[config.mk]
export PLATFORM = sky130hd
export DESIGN_NAME = mux_rr_sched
export DESIGN_NICKNAME = d
export VERILOG_FILES = /design/src/rtl/mux_rr_sched.sv
export SDC_FILE = /design/constraint.sdc
export NUM_CORES = 1
export LEC_CHECK = 0
export ABC_AREA = 1
export BUFFER_PORTS_ARGS = -buffer_cell sky130_fd_sc_hd__buf_2
export CAP_MARGIN = 20
export CORE_UTILIZATION = 55
export CTS_BUF_LIST = sky130_fd_sc_hd__clkbuf_16
export CTS_CLUSTER_DIAMETER = 30
export DETAILED_ROUTE_END_ITERATION = 16
export GPL_ROUTABILITY_DRIVEN = 0
export PLACE_DENSITY = 0.86
export SETUP_SLACK_MARGIN = 0.3
export SLEW_MARGIN = 10
export SYNTH_ARGS = -nofsm -noshare
export SYNTH_HDL_FRONTEND = slang
export SYNTH_SLANG_ARGS = --single-unit
[constraint.sdc]
create_clock -name clk -period 3.6 [get_ports clk]
set_clock_uncertainty 0.2 [all_clocks]
set_input_delay 0.36 -clock clk [delete_from_list [all_inputs] [get_ports clk]]
set_output_delay 0.36 -clock clk [all_outputs]
set_load 0.005 [all_outputs]
[src/rtl/mux_rr_sched.sv]
// mux_rr_sched: round-robin owner of an 8:1 bit mux with bounded grants and tagged end-of-grant samples
// Ports:
//   clk, rst_n  clock (rising edge), asynchronous active-low reset
//   en          scheduler enable
//   req[7:0]    request vector, bit i wants mux input a[i]
//   mux_y       mux output, fed back combinationally from a[sel]
//   sel[2:0]    mux select
//   gnt[7:0]    one-hot grant, zero when idle
//   busy        grant active
//   smp_valid   one-cycle pulse with smp_data (sampled mux_y) and smp_id (owner)
module mux_rr_sched #(
  parameter int HOLD_MAX = 4
) (
  input  logic       clk,
  input  logic       rst_n,
  input  logic       en,
  input  logic [7:0] req,
  input  logic       mux_y,
  output logic [2:0] sel,
  output logic [7:0] gnt,
  output logic       busy,
  output logic       smp_valid,
  output logic       smp_data,
  output logic [2:0] smp_id
);
  typedef enum logic {IDLE, GRANT} state_t;
  state_t     state;
  logic [2:0] ptr;
  logic [3:0] cnt;
  logic [3:0] w_idle, w_rel;
  logic       rel;
  // {found, index} of the first set bit of r scanning circularly from p
  function automatic logic [3:0] pick(input logic [7:0] r, input logic [2:0] p);
    logic [3:0] res;
    logic [2:0] k;
    res = '0;
    for (int i = 7; i >= 0; i--) begin
      k = p + 3'(i);
      if (r[k]) res = {1'b1, k};
    end
    return res;
  endfunction
  assign w_idle = pick(req, ptr);
  // releasing owner sits last in this scan, so it only wins as sole requester
  assign w_rel  = pick(req, sel + 3'd1);
  assign rel    = !req[sel] || cnt == 4'(HOLD_MAX - 1) || !en;
  always_ff @(posedge clk or negedge rst_n) begin
    if (!rst_n) begin
      state     <= IDLE;
      ptr       <= '0;
      cnt       <= '0;
      sel       <= '0;
      gnt       <= '0;
      busy      <= 1'b0;
      smp_valid <= 1'b0;
      smp_data  <= 1'b0;
      smp_id    <= '0;
    end else begin
      smp_valid <= 1'b0;
      if (state == IDLE) begin
        if (en && w_idle[3]) begin
          sel   <= w_idle[2:0];
          gnt   <= 8'd1 << w_idle[2:0];
          busy  <= 1'b1;
          cnt   <= '0;
          state <= GRANT;
        end
      end else if (rel) begin
        smp_valid <= 1'b1;
        smp_data  <= mux_y;
        smp_id    <= sel;
        ptr       <= sel + 3'd1;
        if (en && w_rel[3]) begin
          sel <= w_rel[2:0];
          gnt <= 8'd1 << w_rel[2:0];
          cnt <= '0;
        end else begin
          gnt   <= '0;
          busy  <= 1'b0;
          state <= IDLE;
        end
      end else begin
        cnt <= cnt + 4'd1;
      end
    end
  end
endmodule

==> run summary <==
CTS buffer count: 3
commonest non-fill, non-tap cell in the layout: nand2_1
vias in the first global route: 2570
drt first pass iters: 11
Worst path most repeated cell: nand2_1
most frequent cells in the layout: nand2_1, nand3_1, inv_1
Worst path depth: 17
cell family with most CP delay: simple AND/OR/NAND/NOR gates
Total Wirelength: 6780 um
crit-path max cell delay: 0.54 ns
worst slew pin tran: 0.547 ns
post-route ant nets: 0
Root Driver: clkbuf_16
final period utilization: 84.1%
worst hold slack: 0.0994 ns
pin count of the biggest net entering global routing: 26
Placed Area: 2810 um2
clk sink count: 25
Tmin final: 3.03 ns
clock-pin slew on the worst setup and hold paths: 0.06 ns
final-layout fill cell count: 411
post-CTS setup buffers: 0
number of cells produced by synthesis: 441
CP arrival: 3.03 ns
number of max-cap violations: 0
total global-route track usage: 27.8%
mapped cell area: 2650 um2
Mapped Avg Cell Area: 6.00 um2
Slowest-stage cell, CP: dfrtp_1
Die Span Y: 71.4 um
synth unique cells: 29
DR vias/cell: 5.63
DRC: 2
synth top area cells: nand2_1, dfrtp_1, nand3_1, nand2_2, inv_1
first-pass GRT wire length: 11400 um
crit path kind: reg2reg
Initial Utilization: 58.8%
worst reg2reg path depth: 17
TritonCTS clock tree: yes
site row count: 24
Final setup viols: 0
RSZ-0062 raised after global routing: false
initial DRC count: 293
Area Growth Syn to Fin: 10.1%
post-route setup slack: 0.572 ns
Nets: 485
crit path max fanout: 10
Die Footprint: 5100 um2
Worst Setup EP: gnt[0]
flops & latches, synth: 25
core area: 4500 um2
clock buffer depth: 2
antenna violations before repair: 0
cells along the critical path: inv_2 > ha_1 > inv_1 > nand3_1 > nand3_1 > nand2_1 > a21oi_1 > nand2_1 > nand2_1 > nand2_1 > nand2_1 > nand2_1 > a21oi_1 > nand3_1 > o21ai_1 > nand2_1 > nand2_1
Die Wd: 71.4 um
Final Cell Area: 2920 um2
EDFF count, synth: 0
final hold viol count: 0
pre-CTS setup slack: 0.514 ns
Rel. slew slack: 63.6%
gr ovfl total: 0
Syn Nets: 458
violated checks: DRC
Reg-to-Reg End: gnt[0]
Slew Viols, Final: 0
Synth Flop Type: dfrtp_1
hpwl dp: 5280 um
setup_tns: 0 ns
H-tree lvl count: 1
top cell type by total area after synthesis: nand2_1
asr flop ratio synth: 100%
status: finished, violations left
Worst Setup SP: ptr[1]
layout cell share with drive strength beyond 1: 20.8%
DR vias: 2922
register area share after synthesis: 23.6%
latest clock arrival within the worst-skew pair: 0.26 ns
Critical Path RT: 3.60 ns
Yosys top cell area share: 25.9%
io pins: 29
Synth Warn #: 0
worst r2r src: ptr[1]
Worst Setup Start Kind: register
R2R setup slack: 0.57 ns
CP endpoint kind: register
number of diodes: 0
f_max: 0.330 GHz
mean routed wirelength per cell: 13.1 um
Buffers on Ports: 28
CP bufs+invs: 2
HP Class: in2reg
[per-stage QoR]
step | instances | utilization, %
floorplan | 441 | -
global placement | 514 | 62.4
detailed placement | 514 | 62.4
CTS | 519 | 64.4
global route | 519 | 64.7
finish | 519 | 64.7
[layout make-up]
class / count / area, um2 / area share, %
Multi-Input combinational cell: 361 / 1810 / 61.9
Clock inverter: 1 / 5.00 / 0.172
Timing Repair Buffer: 30 / 158 / 5.41
Clock buffer: 3 / 75.1 / 2.58
Sequential cell: 25 / 627 / 21.5
Inverter: 47 / 180 / 6.18
Tap cell: 52 / 65.1 / 2.23
[layer usage]
layer,part of all wire (%),vias to the layer above,GRT usage [%]
li1,-,1453,-
met1,44,1315,38.5
met2,47,132,47.8
met3,7.1,22,2.53
met4,1.6,0,5.33
met5,0,-,0
[repair_timing]
action | in CTS | in global routing
setup endpoints to repair | 0 | 9
resized for setup | 0 | 5
hold buffers | 1 | 0
endpoints found under the hold margin | 25 | 0
[logic make-up (layout without fill, tap and decap cells)]
kind of cell	Yosys count	in the layout	synth area share, %
compound gates	42	42	8.70
xor+xnor	6	6	1.99
fa+ha+maj	5	5	2.36
buf+inv	55	81	8.65
flops	25	25	23.6
simple gates	308	308	54.7
[synthesized netlist by cell type, types with 5 or more instances]
library cell	number
nor2_1	15
a21oi_1	17
inv_2	11
o21ai_0	11
o21ai_1	8
inv_1	35
dfrtp_1	25
ha_1	5
nand2_1	183
nand2_4	8
nand2_2	27
nand3_2	5
nand3_1	62
buf_2	5
[tightest hold or removal path, stage by stage]
cell and delay, ns:
buf_2 0.07, nand2_1 0.04, nand2_1 0.05
[flip-flops by register name, indices dropped and copies added (netlist names)]
signal     flops
busy           1
smp_valid      1
sel            3
cnt            4
smp_id         3
ptr            3
gnt            8
smp_data       1
state          1
[worst min-delay path by stage]
stage	depth (start not counted)	end	startpoint
CTS	3	smp_data	mux_y
finish	3	smp_data	mux_y
detailed placement	1	smp_id[0]	rst_n
global placement	1	smp_id[0]	rst_n
global route	3	smp_data	mux_y
floorplan	0	busy	rst_n
Power is left out: the tool's default activity adds up to more than one toggle a clock period on the data nets, which glitch-free logic cannot reach.
